<file path="src/rtl/regfile_wb_arbiter_pkg.sv">
// -----------------------------------------------------------------------------
// regfile_pkg
// Shared types and constants for the register-file write-back arbiter slice.
//   reg_idx_t  : 5-bit architectural register index
//   REG_X0     : hard-wired zero register; writes to it are never committed
//   wb_src_t   : identifies a write-back producer (ALU or load unit)
//   wb_req_t   : one write-back payload (destination index + data)
//   raw_hit()  : read-after-write match of a read index against a write source
// -----------------------------------------------------------------------------
package regfile_pkg;

    localparam int WB_D_WIDTH = 32;

    typedef logic [4:0] reg_idx_t;

    localparam reg_idx_t REG_X0 = 5'd0;

    typedef enum logic {
        WB_ALU = 1'b0,
        WB_LD  = 1'b1
    } wb_src_t;

    typedef struct packed {
        reg_idx_t                rd;
        logic [WB_D_WIDTH-1:0]   dat;
    } wb_req_t;

    // A read of x0 never depends on an in-flight write, so it is excluded here.
    function automatic logic raw_hit(input reg_idx_t rs,
                                     input logic     wr_valid,
                                     input reg_idx_t wr_rd);
        return (rs != REG_X0) && wr_valid && (wr_rd == rs);
    endfunction

endpackage

</file>
<file path="src/rtl/regfile_wb_arbiter_if.sv">
// -----------------------------------------------------------------------------
// regfile_wb_arbiter_if
// Bundles the write-back producer handshakes, the register-file write port,
// the decode read-index / busy-flag pair and the commit counter.
//   slave  modport : the arbiter (consumes requests, drives ready/write port)
//   master modport : the surrounding pipeline (producers, decode, register file)
// Signals:
//   alu_valid/alu_ready/alu_rd/alu_dat : ALU write-back request
//   ld_valid/ld_ready/ld_rd/ld_dat     : load-unit write-back request
//   regStr/rd/WBDat                    : registered register-file write port
//   rs1/rs2, rs1_busy/rs2_busy         : decode read indices and RAW flags
//   wb_cnt                             : committed register writes
// -----------------------------------------------------------------------------
interface regfile_wb_arbiter_if
    import regfile_pkg::*;
#(
    parameter int D_WIDTH = 32
) ();

    logic               alu_valid;
    logic               alu_ready;
    reg_idx_t           alu_rd;
    logic [D_WIDTH-1:0] alu_dat;

    logic               ld_valid;
    logic               ld_ready;
    reg_idx_t           ld_rd;
    logic [D_WIDTH-1:0] ld_dat;

    logic               regStr;
    reg_idx_t           rd;
    logic [D_WIDTH-1:0] WBDat;

    reg_idx_t           rs1;
    reg_idx_t           rs2;
    logic               rs1_busy;
    logic               rs2_busy;

    logic [31:0]        wb_cnt;

    modport slave (
        input  alu_valid, alu_rd, alu_dat,
        input  ld_valid,  ld_rd,  ld_dat,
        input  rs1, rs2,
        output alu_ready, ld_ready,
        output regStr, rd, WBDat,
        output rs1_busy, rs2_busy,
        output wb_cnt
    );

    modport master (
        output alu_valid, alu_rd, alu_dat,
        output ld_valid,  ld_rd,  ld_dat,
        output rs1, rs2,
        input  alu_ready, ld_ready,
        input  regStr, rd, WBDat,
        input  rs1_busy, rs2_busy,
        input  wb_cnt
    );

endinterface

</file>
<file path="src/rtl/regfile_wb_arbiter_rr_arb2.sv">
// -----------------------------------------------------------------------------
// rr_arb2
// Two-way round-robin arbiter. Bit 0 is the ALU, bit 1 the load unit.
// A lone requester is always granted; on a tie the requester that did not
// win the previous transfer is granted. The pointer moves only when the
// caller signals that the grant was actually used (advance).
// Ports:
//   clk, rst_n : clock, asynchronous active-low reset
//   req[1:0]   : request vector {ld, alu}
//   advance    : a transfer happened this cycle with the current grant
//   gnt[1:0]   : one-hot grant (all zero when nothing is requested)
// -----------------------------------------------------------------------------
module rr_arb2
    import regfile_pkg::*;
(
    input  logic       clk,
    input  logic       rst_n,
    input  logic [1:0] req,
    input  logic       advance,
    output logic [1:0] gnt
);

    wb_src_t last_grant_q;
    wb_src_t last_grant_d;

    // Grant decode: purely a function of the requests and the pointer.
    always_comb begin
        // NOTE: every always_comb output gets a default first so no path leaves it unassigned (no latch).
        gnt = 2'b00;
        unique case (req)
            2'b01:   gnt = 2'b01;
            2'b10:   gnt = 2'b10;
            2'b11:   gnt = (last_grant_q == WB_LD) ? 2'b01 : 2'b10;
            default: gnt = 2'b00;
        endcase
    end

    always_comb begin
        last_grant_d = last_grant_q;
        if (advance) begin
            last_grant_d = gnt[1] ? WB_LD : WB_ALU;
        end
    end

    // Resetting to LD hands the first tie after reset to the ALU.
    always_ff @(posedge clk or negedge rst_n) begin
        if (!rst_n) begin
            // NOTE: state flops update with non-blocking assignments so every flop samples pre-edge values.
            last_grant_q <= WB_LD;
        end else begin
            last_grant_q <= last_grant_d;
        end
    end

endmodule

</file>
<file path="src/rtl/regfile_wb_arbiter.sv">
// -----------------------------------------------------------------------------
// regfile_wb_arbiter
// Shares the register file's single write port between the ALU result path
// and the load unit. The winning request is registered into regStr/rd/WBDat
// one cycle after its handshake, so the port sustains one write per cycle.
// Writes to x0 are accepted but never strobed or counted. Combinational
// busy flags tell decode whether rs1/rs2 still have a write in flight,
// either still requesting or sitting in the output stage.
// Ports:
//   clk, rst_n : clock, asynchronous active-low reset
//   bus        : regfile_wb_arbiter_if.slave (see interface header)
// -----------------------------------------------------------------------------
module regfile_wb_arbiter
    import regfile_pkg::*;
#(
    parameter int D_WIDTH = 32
) (
    input  logic                  clk,
    input  logic                  rst_n,
    regfile_wb_arbiter_if.slave   bus
);

    logic [1:0]         req;
    logic [1:0]         gnt;
    logic               alu_ready;
    logic               ld_ready;
    logic               xfer;

    reg_idx_t           sel_rd;
    logic [D_WIDTH-1:0] sel_dat;

    logic               reg_str_q, reg_str_d;
    reg_idx_t           rd_q,      rd_d;
    logic [D_WIDTH-1:0] wb_dat_q,  wb_dat_d;
    logic [31:0]        wb_cnt_q,  wb_cnt_d;

    assign req = {bus.ld_valid, bus.alu_valid};

    rr_arb2 u_arb (
        .clk     (clk),
        .rst_n   (rst_n),
        .req     (req),
        .advance (xfer),
        .gnt     (gnt)
    );

    // Readies are masked by rst_n so no handshake can complete while the
    // block is held in reset, even though requesters keep valid asserted.
    assign alu_ready = gnt[0] & rst_n;
    assign ld_ready  = gnt[1] & rst_n;
    assign xfer      = alu_ready | ld_ready;

    assign bus.alu_ready = alu_ready;
    assign bus.ld_ready  = ld_ready;

    // Output stage: capture the accepted payload, strobe unless it targets x0.
    always_comb begin
        sel_rd    = ld_ready ? bus.ld_rd  : bus.alu_rd;
        sel_dat   = ld_ready ? bus.ld_dat : bus.alu_dat;

        reg_str_d = xfer && (sel_rd != REG_X0);
        rd_d      = xfer ? sel_rd  : rd_q;
        wb_dat_d  = xfer ? sel_dat : wb_dat_q;

        // Counts at the edge that commits the write; wraps naturally at 2^32.
        wb_cnt_d  = wb_cnt_q + 32'(reg_str_q);
    end

    always_ff @(posedge clk or negedge rst_n) begin
        if (!rst_n) begin
            // NOTE: only the small output-stage state is reset; the register file itself lives elsewhere.
            reg_str_q <= 1'b0;
            rd_q      <= REG_X0;
            wb_dat_q  <= '0;
            wb_cnt_q  <= '0;
        end else begin
            reg_str_q <= reg_str_d;
            rd_q      <= rd_d;
            wb_dat_q  <= wb_dat_d;
            wb_cnt_q  <= wb_cnt_d;
        end
    end

    assign bus.regStr = reg_str_q;
    assign bus.rd     = rd_q;
    assign bus.WBDat  = wb_dat_q;
    assign bus.wb_cnt = wb_cnt_q;

    // The output-stage term covers the cycle before the register file commits.
    assign bus.rs1_busy = raw_hit(bus.rs1, bus.alu_valid, bus.alu_rd)
                        | raw_hit(bus.rs1, bus.ld_valid,  bus.ld_rd)
                        | raw_hit(bus.rs1, reg_str_q,     rd_q);

    assign bus.rs2_busy = raw_hit(bus.rs2, bus.alu_valid, bus.alu_rd)
                        | raw_hit(bus.rs2, bus.ld_valid,  bus.ld_rd)
                        | raw_hit(bus.rs2, reg_str_q,     rd_q);

endmodule

</file>
<file path="src/flat_wrapper.sv">
// flat-port wrapper written by rule: the top's interface ports become plain ports
module regfile_wb_arbiter_flat import regfile_pkg::*;
#(
    parameter int D_WIDTH = 32
)
  (clk, rst_n, bus_alu_valid, bus_alu_rd, bus_alu_dat, bus_ld_valid, bus_ld_rd, bus_ld_dat, bus_rs1, bus_rs2, bus_alu_ready, bus_ld_ready, bus_regStr, bus_rd, bus_WBDat, bus_rs1_busy, bus_rs2_busy, bus_wb_cnt);
  regfile_wb_arbiter_if #(.D_WIDTH(D_WIDTH)) bus_i ();
  input  logic clk;
  input  logic rst_n;
  input wire logic [$bits(bus_i.alu_valid)-1:0] bus_alu_valid;
  input wire logic [$bits(bus_i.alu_rd)-1:0] bus_alu_rd;
  input wire logic [$bits(bus_i.alu_dat)-1:0] bus_alu_dat;
  input wire logic [$bits(bus_i.ld_valid)-1:0] bus_ld_valid;
  input wire logic [$bits(bus_i.ld_rd)-1:0] bus_ld_rd;
  input wire logic [$bits(bus_i.ld_dat)-1:0] bus_ld_dat;
  input wire logic [$bits(bus_i.rs1)-1:0] bus_rs1;
  input wire logic [$bits(bus_i.rs2)-1:0] bus_rs2;
  output wire logic [$bits(bus_i.alu_ready)-1:0] bus_alu_ready;
  output wire logic [$bits(bus_i.ld_ready)-1:0] bus_ld_ready;
  output wire logic [$bits(bus_i.regStr)-1:0] bus_regStr;
  output wire logic [$bits(bus_i.rd)-1:0] bus_rd;
  output wire logic [$bits(bus_i.WBDat)-1:0] bus_WBDat;
  output wire logic [$bits(bus_i.rs1_busy)-1:0] bus_rs1_busy;
  output wire logic [$bits(bus_i.rs2_busy)-1:0] bus_rs2_busy;
  output wire logic [$bits(bus_i.wb_cnt)-1:0] bus_wb_cnt;
  assign bus_i.alu_valid = bus_alu_valid;
  assign bus_i.alu_rd = bus_alu_rd;
  assign bus_i.alu_dat = bus_alu_dat;
  assign bus_i.ld_valid = bus_ld_valid;
  assign bus_i.ld_rd = bus_ld_rd;
  assign bus_i.ld_dat = bus_ld_dat;
  assign bus_i.rs1 = bus_rs1;
  assign bus_i.rs2 = bus_rs2;
  assign bus_alu_ready = bus_i.alu_ready;
  assign bus_ld_ready = bus_i.ld_ready;
  assign bus_regStr = bus_i.regStr;
  assign bus_rd = bus_i.rd;
  assign bus_WBDat = bus_i.WBDat;
  assign bus_rs1_busy = bus_i.rs1_busy;
  assign bus_rs2_busy = bus_i.rs2_busy;
  assign bus_wb_cnt = bus_i.wb_cnt;
  regfile_wb_arbiter #(.D_WIDTH(D_WIDTH)) u_core (.clk(clk), .rst_n(rst_n), .bus(bus_i));
endmodule
</file>
<file path="config.mk">
export PLATFORM = sky130hd
export DESIGN_NAME = regfile_wb_arbiter_flat
export DESIGN_NICKNAME = d
export VERILOG_FILES = /design/src/rtl/regfile_wb_arbiter_pkg.sv /design/src/rtl/regfile_wb_arbiter_if.sv /design/src/rtl/regfile_wb_arbiter_rr_arb2.sv /design/src/rtl/regfile_wb_arbiter.sv /design/src/flat_wrapper.sv
export SDC_FILE = /design/constraint.sdc
export NUM_CORES = 1
export LEC_CHECK = 0
export ABC_AREA = 1
export BUFFER_PORTS_ARGS = -buffer_cell sky130_fd_sc_hd__buf_2
export CAP_MARGIN = 20
export CORE_ASPECT_RATIO = 1.5
export CORE_MARGIN = 1
export CORE_UTILIZATION = 49
export CTS_CLUSTER_DIAMETER = 150
export DETAILED_ROUTE_END_ITERATION = 10
export HOLD_SLACK_MARGIN = 0.05
export PLACE_DENSITY = 0.81
export RECOVER_POWER = 50
export SLEW_MARGIN = 30
export SYNTH_ARGS = -nofsm -noshare
export SYNTH_HDL_FRONTEND = slang
export SYNTH_HIERARCHICAL = 1
export SYNTH_SLANG_ARGS = --single-unit
export TNS_END_PERCENT = 30
</file>
<file path="constraint.sdc">
create_clock -name clk -period 1.83 [get_ports clk]
set_input_delay 0.183 -clock clk [delete_from_list [all_inputs] [get_ports clk]]
set_output_delay 0.183 -clock clk [all_outputs]
set_load 0.05 [all_outputs]
</file>
Word level (Yosys, flattened, before mapping)
Index checks and enable logic that the tools add are counted.
- register bits after elaboration: 71
- input bits: 88
- output and inout port bits: 74
- word-level logic and storage cells: 43
- $add $sub $neg: 1
- eq/ne operators: 9
- muxes and demuxes: 5
- bitwise gates (word level): 7
- reductions and logical operators: 16
- operators with widths (kind ; number):
    adder 32 x 1 -> 32 bit ; 1
    2-to-1 mux 32 bit ; 1
    == test 5 bit ; 6
    nonzero test 5 bit ; 3
    logical AND 1 bit ; 13
    case mux 2 bit (3 select lines) ; 1
    2-to-1 mux 5 bit ; 1
    bitwise OR 1 bit ; 5
    == test 2 bit, second input constant ; 2
    bitwise AND 1 bit ; 2
    == test 2 x 1 -> 1 bit, second input constant ; 1
    2-to-1 mux 2 bit ; 1
    2-to-1 mux 1 bit ; 1

Logic depth before layout (Yosys ltp)
Gate-level depths: netlist (run 1).
- depth in word-level cells: 6
- mapped depth: 10
- depth with buffers taken out: 10

Hierarchy
Netlist (run 1), hierarchy kept.
- modules (own cells, without submodules) (module ; instances ; cells an instance ; area an instance (um^2) ; seq. area each (um^2)):
    regfile_wb_arbiter ; 1 ; 531 ; 3952.5 ; 1751.7
    rr_arb2 ; 1 ; 9 ; 63.8 ; 26.3

Worst setup path before layout (run 1)
Ideal clock, no wire load.
- kind: flip-flop to flip-flop
- start point: register u_core.reg_str_q (netlist: u_core/bus.regStr)
- end point: register u_core.wb_cnt_q[22] (netlist: u_core/bus.wb_cnt[22])
- setup time: 0.143 ns
- arrival: 1.741 ns
- required time: 1.687 ns
- path slack: -0.054 ns
- cell stages (with the launch flop): 9
- path buffers: 0
- clock period less this slack: 1.884 ns
- path through: dfrtp_1 ha_1 ha_1 nand3_2 clkinv_2 nand2_2 nor2_4 nand2_1 xnor2_1
- word-level cells in the longest chain between the ends: 1
- ends and longest elaborated chain (element ; RTL line ; source):
    start, declared ; regfile_wb_arbiter.sv:32 ; logic reg_str_q, reg_str_d;
    start signal, assigned ; regfile_wb_arbiter.sv:77 ; reg_str_q <= reg_str_d;
    adder 32 x 1 -> 32 bit ; regfile_wb_arbiter.sv:66 ; wb_cnt_d = wb_cnt_q + 32'(reg_str_q);
    via u_core.wb_cnt_d[22] ; regfile_wb_arbiter.sv:35 ; logic [31:0] wb_cnt_q, wb_cnt_d;
    end signal, assigned ; regfile_wb_arbiter.sv:80 ; wb_cnt_q <= wb_cnt_d;
    end, declared ; regfile_wb_arbiter.sv:35 ;
The timed path passes the listed nets, and every way through them passes these cells.
A chain may end at the register's enable or synchronous reset.

Final worst setup path (run 1)
- start point: register u_core.u_arb.last_grant_q
- end point: output bus_ld_ready
- word-level cells in the longest chain between the ends: 3
- ends and longest elaborated chain (element ; RTL line ; source):
    start, declared ; regfile_wb_arbiter_rr_arb2.sv:23 ; wb_src_t last_grant_q;
    start signal, assigned ; regfile_wb_arbiter_rr_arb2.sv:51 ; last_grant_q <= last_grant_d;
    2-to-1 mux 2 bit ; regfile_wb_arbiter_rr_arb2.sv:33 ; 2'b11: gnt = (last_grant_q == WB_LD) ? 2'b01 : 2'b10;
    case mux 2 bit (3 select lines) ; regfile_wb_arbiter_rr_arb2.sv:30 ; unique case (req)
    via u_core.gnt[1] ; regfile_wb_arbiter.sv:24 ; logic [1:0] gnt;
    bitwise AND 1 bit ; regfile_wb_arbiter.sv:50 ; assign ld_ready = gnt[1] & rst_n;
    end, declared ; flat_wrapper.sv:19 ; output wire logic [$bits(bus_i.ld_ready)-1:0] bus_ld_ready;
The timed path passes the listed nets, and every way through them passes these cells.

==> results of run 1 <==
## sequential cells by signal, indices dropped and copies added (netlist names)
name / count
u_core/u_arb/last_grant_q: 1
u_core/bus.rd: 5
u_core/bus.regStr: 1
u_core/bus.wb_cnt: 32
u_core/bus.WBDat: 32
## worst register-to-register path, delay by kind of cell, from the launching register on
family | cells | cell delay [ps]
and+or+nand+nor | 4 | 580
buffers and inverters | 2 | 310
AOI/OAI and AO/OA | 1 | 130
DFF | 1 | 540
## how the worst min path moves through the flow
stage	startpoint	end	depth (start not counted)
final	bus_ld_dat[27]	u_core/bus.WBDat[27]	3
after global routing	bus_ld_dat[27]	u_core/bus.WBDat[27]	3
after CTS	bus_ld_dat[27]	u_core/bus.WBDat[27]	3
after detailed placement	rst_n	u_core/bus.rd[4]	1
after global placement	rst_n	u_core/bus.rd[4]	1
after floorplan	rst_n	u_core/bus.WBDat[0]	0
## cells in the final DEF, fill, tap and decap left out, types with 5 or more instances in the layout
| master | Yosys | final |
|---|---|---|
| dfrtp_1 | 70 | 68 |
| a21oi_1 | 31 | 31 |
| nor2_1 | 72 | 72 |
| nand2_1 | 160 | 161 |
| nor3_1 | 6 | 6 |
| o21ai_0 | 34 | 34 |
| buf_2 | 9 | 101 |
| inv_1 | 47 | 47 |
| nor2_2 | 5 | 5 |
| buf_4 | 1 | 11 |
| clkbuf_16 | 0 | 9 |
| xor2_1 | 12 | 12 |
| nand4_1 | 6 | 6 |
| clkbuf_1 | 4 | 56 |
| xnor2_1 | 28 | 28 |
| o21ai_1 | 8 | 8 |
| nand3_1 | 20 | 22 |
## power groups by stage
| stage | combinational, W | clock (W) | sequential, W |
|---|---|---|---|
| 5_1_grt | 0.00202 | 0.00203 | 0.00209 |
| 2_1_floorplan | 0.000498 | 0 | 0.00292 |
| 6_report | 0.00189 | 0.00192 | 0.00205 |
| 4_1_cts | 0.00195 | 0.00196 | 0.00206 |
| 3_3_place_gp | 0.00192 | 0 | 0.00207 |
| 3_5_place_dp | 0.00195 | 0 | 0.00207 |
## metrics by stage
step / TNS (ps) / std cells / setup slack [ps] / power, W / hold slack [ps]
global route: -5.34 / 821 / -4.85 / 0.00614 / 77.2
finish: 0 / 821 / 69.6 / 0.00587 / 67.7
CTS: 0 / 821 / 3.54 / 0.00597 / 56.3
global placement: 0 / 803 / 246 / 0.00399 / 30.3
detailed placement: 0 / 803 / 176 / 0.00402 / 37.6
floorplan: 0 / 540 / 104 / 0.00342 / -113
## layout make-up
class	instances	area share
clock inverter	5	0.0152
tap	105	0.0249
multi-input combinational	404	0.372
inverter	51	0.0365
sequential	71	0.337
timing repair buffer	174	0.166
clock buffer	11	0.0479
## logic make-up (layout without fill, tap and decap cells)
family                     after synthesis  after routing
and+or+nand+nor                        287            287
AOI/OAI and AO/OA                       75             75
DFF                                     71             71
buffers and inverters                   65            241
xor gates and xnor gates                40             40
adders and majority gates                2              2
## metal layers
layer	share of wire	track usage	up-vias
li1	-	-	2044
met1	0.36	0.297	1909
met2	0.54	0.535	169
met3	0.051	0.0565	44
met4	0.049	0.192	0
met5	0	0	-
## repair_timing
action	4_1_cts	5_1_grt
hold endpoints to repair	33	0
hold buffers	2	0
resized for setup	2	8
endpoints found under the setup margin	1	4
gates cloned	0	0
buffers inserted	0	0
==> impl_metrics.tcl, run 1 <==
set metrics [dict create \
    initial_core_util 0.505 \
    port_buffers 161 \
    synth_fa_ha_area_frac 0.00623 \
    clock-root-buffer "clkbuf_16" \
    drtIter0Drc 189 \
    io_pins 162 \
    max_freq_mhz 568 \
    grt_pass1_wl_mm 19.4 \
    drt-total-wl_mm 11.8 \
    vdd_drop_max_uv 804 \
    post_drt_wl_per_cell_um 14.3 \
    critPathMaxStageDelay_ps 540 \
    critPathMostFrequentCell "nand2_1" \
    place_hpwl_mm 8.93 \
    diodes 0 \
    critPathRequiredTime_ps 1650 \
    drc 0 \
    path_buf_inv 3 \
    cp.depth 6 \
    stdcell_area_um2 5280 \
    synth_fp_nets 630 \
    ys_async_sr_fraction 1.00 \
    final_antenna_net_count 0 \
    fill_cells 716 \
    r2r-end "u_core/bus.rd[0]" \
    ys_seq_area_frac 0.443 \
    h-tree-depth 3 \
    yosysMostFrequentCell "nand2_1" \
    holdCritPathClass "in -> reg" \
    clk_latency_ps 330 \
    synthSimpleGateAreaFrac 0.305 \
    synth_top_cell_area_share 0.436 \
    netSwitchingPower_w 0.00232 \
    path_clk_slew_ps 60 \
    drive_above_1_share 0.215 \
    seqCellArea_um2 1780 \
    power.density_nw_per_um2 1110 \
    drtPass1Iterations 4 \
    endpoint_kind "primary output" \
    setup_violations 0 \
    path_class "reg -> out" \
    layout.nets 801 \
    reg2reg_slack_ps 140 \
    relSlewSlack 0.548 \
    synth_cells 540 \
    cts_tree "yes" \
    viasPerCell 5.07 \
    place_area_um2 4980 \
    overflow 0 \
    clkPwrFrac 0.327 \
    drv_cap 0 \
    maxSlewViolCount 0 \
    post-route-period-util 0.962 \
    critical_path.endpoint "bus_ld_ready" \
    syn_to_final_growth_pct 31.5 \
    cp_slowest_cell "dfstp_2" \
    gr-usage-all-layers 0.290 \
    startpoint_type "register" \
    gp_congestion 0.959 \
    cts_made_buffers 9 \
    synthesis.area_um2 4020 \
    synth-warning-count 6 \
    synthFlopType "dfrtp_1" \
    yosys.area.top_type "dfrtp_1" \
    cp_top_family "flip-flops" \
    vias 4166 \
    worstMarginPinSlew_ps 681 \
    finalWorstPathRequiredPeriod_ps 1760 \
    ys_top_cells_by_area "dfrtp_1 (44%), nand2_1 (15%), nor2_1 (6.7%), xnor2_1 (6.1%), inv_1 (4.4%)" \
    ys_types 30 \
    reg2regPathDepth 7 \
    p_sw_frac 0.396 \
    r2r-start "u_core/u_arb/last_grant_q" \
    final_util 0.664 \
    synth_xor_xnor_area_share 0.0872 \
    p_comb_frac 0.323 \
    synth_edf_count 0 \
    synth.area.mux_share 0 \
    first_global_vias 4236 \
    rsz0062_at_grt "yes" \
    syn_area_per_cell_um2 7.44 \
    synth_common_cells "nand2_1 (160), nor2_1 (72), dfrtp_1 (70), inv_1 (47), o21ai_0 (34)" \
    dieArea_um2 8570 \
    power_leakage_nw 2.62 \
    multiInputGateArea_um2 1970 \
    cts.sinks 71 \
    core.rowCount 40 \
    grt_max_degree 39 \
    path_cells "nand2_1 -> and2_1 -> nand2_1 -> inv_2 -> buf_12 -> buf_6" \
    finalHoldViolCount 0 \
    critical_path_arrival_ps 1580 \
    cts_buffer_depth 2 \
    synth_compound_gate_area_share 0.0944 \
    die_w_um 75.9 \
    core_um2 7960 \
    power.internal_w 0.00354 \
    finClkSkew_ps 6.86 \
    synth_top_family_by_area "simple AND/OR/NAND/NOR gates" \
    synth-seq-cells 71 \
    seq_power_share 0.350 \
    antenna_found_initial 0 \
    cp_max_fo 34 \
    critPathLaunch "u_core/u_arb/last_grant_q" \
    dieHeight_um 113 \
    status "complete, no violations" \
]
No activity file was read; power rests on OpenSTA's default activity.
==> run 2: changes to the inputs <==
Settings changed: CORE_UTILIZATION 49 to 50, CTS_BUF_LIST from default to sky130_fd_sc_hd__clkbuf_8, PLACE_DENSITY 0.81 to 0.82.
==> impl_metrics.tcl, run 2 (synthesis results as in run 1) <==
set metrics [dict create \
    layout.nets 803 \
    grt_pass1_wl_mm 18.5 \
    cp.depth 6 \
    post-route-period-util 0.970 \
    cts_buffer_depth 2 \
    vdd_drop_max_uv 709 \
    drc 0 \
    first_global_vias 4128 \
    dieHeight_um 112 \
    cp_max_fo 15 \
    critPathLaunch "u_core/u_arb/last_grant_q" \
    status "complete, no violations" \
    critical_path.endpoint "bus_ld_ready" \
    drt-total-wl_mm 11.9 \
    reg2reg_slack_ps 210 \
    holdCritPathClass "in -> reg" \
    maxSlewViolCount 0 \
    power_leakage_nw 2.70 \
    diodes 0 \
    finClkSkew_ps 6.66 \
    finalHoldViolCount 0 \
    gr-usage-all-layers 0.293 \
    io_pins 162 \
    max_freq_mhz 563 \
    critPathMaxStageDelay_ps 540 \
    drtIter0Drc 155 \
    cp_top_family "flip-flops" \
    endpoint_kind "primary output" \
    post_drt_wl_per_cell_um 14.5 \
    die_w_um 75.2 \
    cts_made_buffers 9 \
    setup_tns_ps 0 \
    path_clk_slew_ps 80 \
    place_hpwl_mm 9.12 \
    startpoint_type "register" \
    cts_tree "yes" \
    drv_cap 0 \
    r2r-end "u_core/bus.rd[2]" \
    overflow 0 \
    gp_congestion 0.892 \
    initial_core_util 0.521 \
    syn_to_final_growth_pct 31.5 \
    finalWorstPathRequiredPeriod_ps 1780 \
    worstMarginPinSlew_ps 680 \
    h-tree-depth 3 \
    multiInputGateArea_um2 1980 \
    seqCellArea_um2 1780 \
    critPathRequiredTime_ps 1650 \
    clock-root-buffer "clkbuf_8" \
    clk_latency_ps 350 \
    dieArea_um2 8400 \
    core.rowCount 39 \
    reg2regPathDepth 7 \
    path_class "reg -> out" \
    relSlewSlack 0.548 \
    antenna_found_initial 0 \
    drtPass1Iterations 4 \
    final_common_cell "nand2_1" \
    setup_violations 0 \
    rsz0062_at_grt "yes" \
    vias 4167 \
    fill_cells 708 \
    power.density_nw_per_um2 1040 \
    critical_path_arrival_ps 1590 \
    path_cells "nand2_1 -> and2_1 -> nand2_2 -> inv_6 -> buf_12 -> buf_8" \
    final_antenna_net_count 0 \
    r2r-start "u_core/u_arb/last_grant_q" \
    drive_above_1_share 0.256 \
    path_buf_inv 3 \
    viasPerCell 5.08 \
    grt_max_degree 46 \
    cp_slowest_cell "dfstp_2" \
    final_cell_mix "nand2_1 (159), buf_2 (125), nor2_1 (72)" \
    core_um2 7710 \
    post-cts-setup-buffer-count 0 \
    total_power_w 0.00548 \
    port_buffers 161 \
    cts.sinks 71 \
]
run 2: timing repair:
action,CTS,global route
endpoints found under the setup margin,1,4
hold buffers,2,0
endpoints found under the hold margin,71,0
gates cloned,0,1
resized for setup,7,7
run 2: routing by layer:
| metal | up-vias | GRT usage | share of wire | wire, µm |
|---|---|---|---|---|
| met4 | 0 | 0.151 | 0.035 | 420 |
| met3 | 32 | 0.0624 | 0.056 | 660 |
| met1 | 1904 | 0.288 | 0.36 | 4270 |
| met5 | - | 0 | 0 | 0 |
| li1 | 2051 | - | - | - |
| met2 | 180 | 0.548 | 0.55 | 6510 |
run 2: worst min-delay path by stage:
stage / start / to / slack (ps) / cells past startpoint
after floorplan: rst_n / u_core/bus.WBDat[0] / -110 / 0
final: bus_ld_dat[31] / u_core/bus.WBDat[31] / 90 / 3
after global placement: rst_n / u_core/bus.WBDat[10] / 290 / 2
after detailed placement: rst_n / u_core/bus.WBDat[10] / 290 / 2
after CTS: bus_alu_dat[27] / u_core/bus.WBDat[27] / 80 / 3
after global routing: bus_ld_valid / u_core/u_arb/last_grant_q / 90 / 3
run 2: worst register-to-register path: stages, from the launching register on:
cell	delay (ps)
dfstp_2	540
nand2_1	70
and2_1	150
nand2_2	110
inv_6	70
nor2_2	230
buf_4	220
o21ai_0	100
run 2: power breakdown:
part	internal [W]	leakage, nW	total (W)	switching, W
clock network	0.000882	0.119	0.00149	0.000607
logic	0.000479	1.69	0.00193	0.00145
registers	0.00183	0.891	0.00206	0.000233
run 2: final cells by class:
cell class	instances	share of cell area
multi-input cells	404	0.374
flip-flops and latches	71	0.337
repair buffers	176	0.181
inverters	51	0.0374
clock buffers	12	0.0313
well taps	102	0.0242
clock inverters	4	0.0145
run 2: metrics by stage:
stage | utilization | area [µm²] | hold slack [ps] | worst slack (ps) | std cells
floorplan | - | 4020 | -113 | 104 | 540
global placement | 0.648 | 5000 | 290 | 275 | 801
detailed placement | 0.648 | 5000 | 289 | 212 | 801
CTS | 0.685 | 5290 | 75.8 | 16.5 | 819
global route | 0.685 | 5280 | 85.7 | -6.30 | 820
finish | 0.685 | 5280 | 93.2 | 54.0 | 820
==> run 3: changes to the inputs <==
Settings changed: CORE_MARGIN 1 to 2.
==> impl_metrics.tcl, run 3 (synthesis results as in run 1) <==
set metrics [dict create \
    dieHeight_um 114 \
    gp_congestion 0.985 \
    grt_pass1_wl_mm 18.6 \
    finalHoldViolCount 0 \
    port_buffers 161 \
    initial_core_util 0.508 \
    dieArea_um2 8780 \
    diodes 0 \
    startpoint_type "register" \
    critical_path_arrival_ps 1580 \
    final_cell_mix "nand2_1 (159), buf_2 (126), nor2_1 (71)" \
    clock-root-buffer "clkbuf_8" \
    p_sw_frac 0.436 \
    vdd_drop_max_uv 711 \
    critPathMaxStageDelay_ps 540 \
    first_global_vias 4022 \
    stdcell_count 822 \
    total_power_w 0.00519 \
    path_class "reg -> out" \
    drc 0 \
    drive_above_1_share 0.259 \
    whs_ps 90.1 \
    critPathRequiredTime_ps 1650 \
    seq_power_share 0.397 \
    finClkSkew_ps 12.5 \
    clkPwrFrac 0.233 \
    critPathLaunch "u_core/u_arb/last_grant_q" \
    vias 4155 \
    die_w_um 77.2 \
    endpoint_kind "primary output" \
    cp_slowest_cell "dfstp_2" \
    post-route-period-util 0.962 \
    netSwitchingPower_w 0.00226 \
    worstMarginPinSlew_ps 1000 \
    antenna_found_initial 0 \
    holdCritPathClass "in -> reg" \
    max_freq_mhz 568 \
    layout.nets 802 \
    syn_to_final_growth_pct 29.4 \
    h-tree-depth 3 \
    cts_made_buffers 9 \
    final_antenna_net_count 0 \
    drv_cap 0 \
    drt-total-wl_mm 11.3 \
    finalWorstPathRequiredPeriod_ps 1760 \
    path_clk_slew_ps 80 \
    gr-usage-all-layers 0.268 \
    core.rowCount 40 \
    power.density_nw_per_um2 998 \
    clk_latency_ps 350 \
    rsz0062_at_grt "no" \
    p_comb_frac 0.370 \
    maxSlewViolCount 0 \
    io_pins 162 \
    core_um2 7910 \
    final_common_cell "nand2_1" \
    status "complete, no violations" \
    drtIter0Drc 185 \
    place_hpwl_mm 8.85 \
    dpl.cell_count 803 \
    r2r-start "u_core/u_arb/last_grant_q" \
    final_util 0.657 \
    drtPass1Iterations 5 \
    cts_buffer_depth 2 \
    grt_max_degree 42 \
    cts.sinks 71 \
    setup_violations 0 \
    relSlewSlack 0.332 \
    power.internal_w 0.00292 \
    setup_tns_ps 0 \
    path_buf_inv 3 \
    path_cells "nand2_1 -> and2_1 -> nand2_4 -> inv_2 -> buf_8 -> buf_6" \
    cp_top_family "flip-flops" \
    post_drt_wl_per_cell_um 13.8 \
    hold_path_startpoint "bus_alu_dat[27]" \
    cp_max_fo 33 \
    overflow 0 \
    cts_tree "yes" \
    power_leakage_nw 2.66 \
    viasPerCell 5.05 \
]
[run 3: worst reg2reg max path, delay by kind of cell (launching register included)]
kind | cells | cell delay [ps]
flops | 1 | 540
simple gates | 7 | 610
compound gates | 1 | 100
buf+inv | 2 | 310
[run 3: cell type report]
class,count,area (µm²)
clock buffers,9,124
clock inverters,7,66.3
fillers,763,2710
inverters,51,195
multi-input cells,404,1990
flip-flops and latches,71,1790
well taps,105,131
repair buffers,175,906
[run 3: repair_timing]
item | 4_1_cts | 5_1_grt
resized for setup | 8 | 9
endpoints found under the setup margin | 2 | 2
hold buffers | 2 | 0
pin swaps | 0 | 1
setup buffers | 1 | 0
hold endpoints to repair | 71 | 0
[run 3: worst paths after layout]
kind                       slack [ps]                         to  cells past startpoint
min in group asynchronous         670       u_core/bus.WBDat[29]                      3
setup reg to reg                  170          u_core/bus.regStr                     10
hold / removal                     90       u_core/bus.WBDat[27]                      3
max in group asynchronous         360       u_core/bus.wb_cnt[0]                      3
setup / recovery                   70               bus_ld_ready                      6
hold reg to reg                   480  u_core/u_arb/last_grant_q                      2
[run 3: routing by layer]
layer / vias to the layer above / track usage / share of wire
li1: 2042 / - / -
met1: 1913 / 0.304 / 0.38
met2: 171 / 0.483 / 0.53
met3: 29 / 0.0348 / 0.057
met4: 0 / 0.150 / 0.035
met5: - / 0 / 0
[run 3: stage by stage]
step	worst slack (ps)	cell area (µm²)
after global placement	164	4980
final	70.1	5200
after CTS	14.1	5230
after floorplan	104	4020
after global routing	1.33	5200
after detailed placement	96.1	4980
[run 3: power groups by stage]
stage | Combinational [W] | Sequential [W] | Clock (W)
global route | 0.00206 | 0.00209 | 0.00131
finish | 0.00192 | 0.00206 | 0.00121
CTS | 0.00197 | 0.00205 | 0.00124
floorplan | 0.000498 | 0.00292 | 0
global placement | 0.00191 | 0.00207 | 0
detailed placement | 0.00195 | 0.00207 | 0
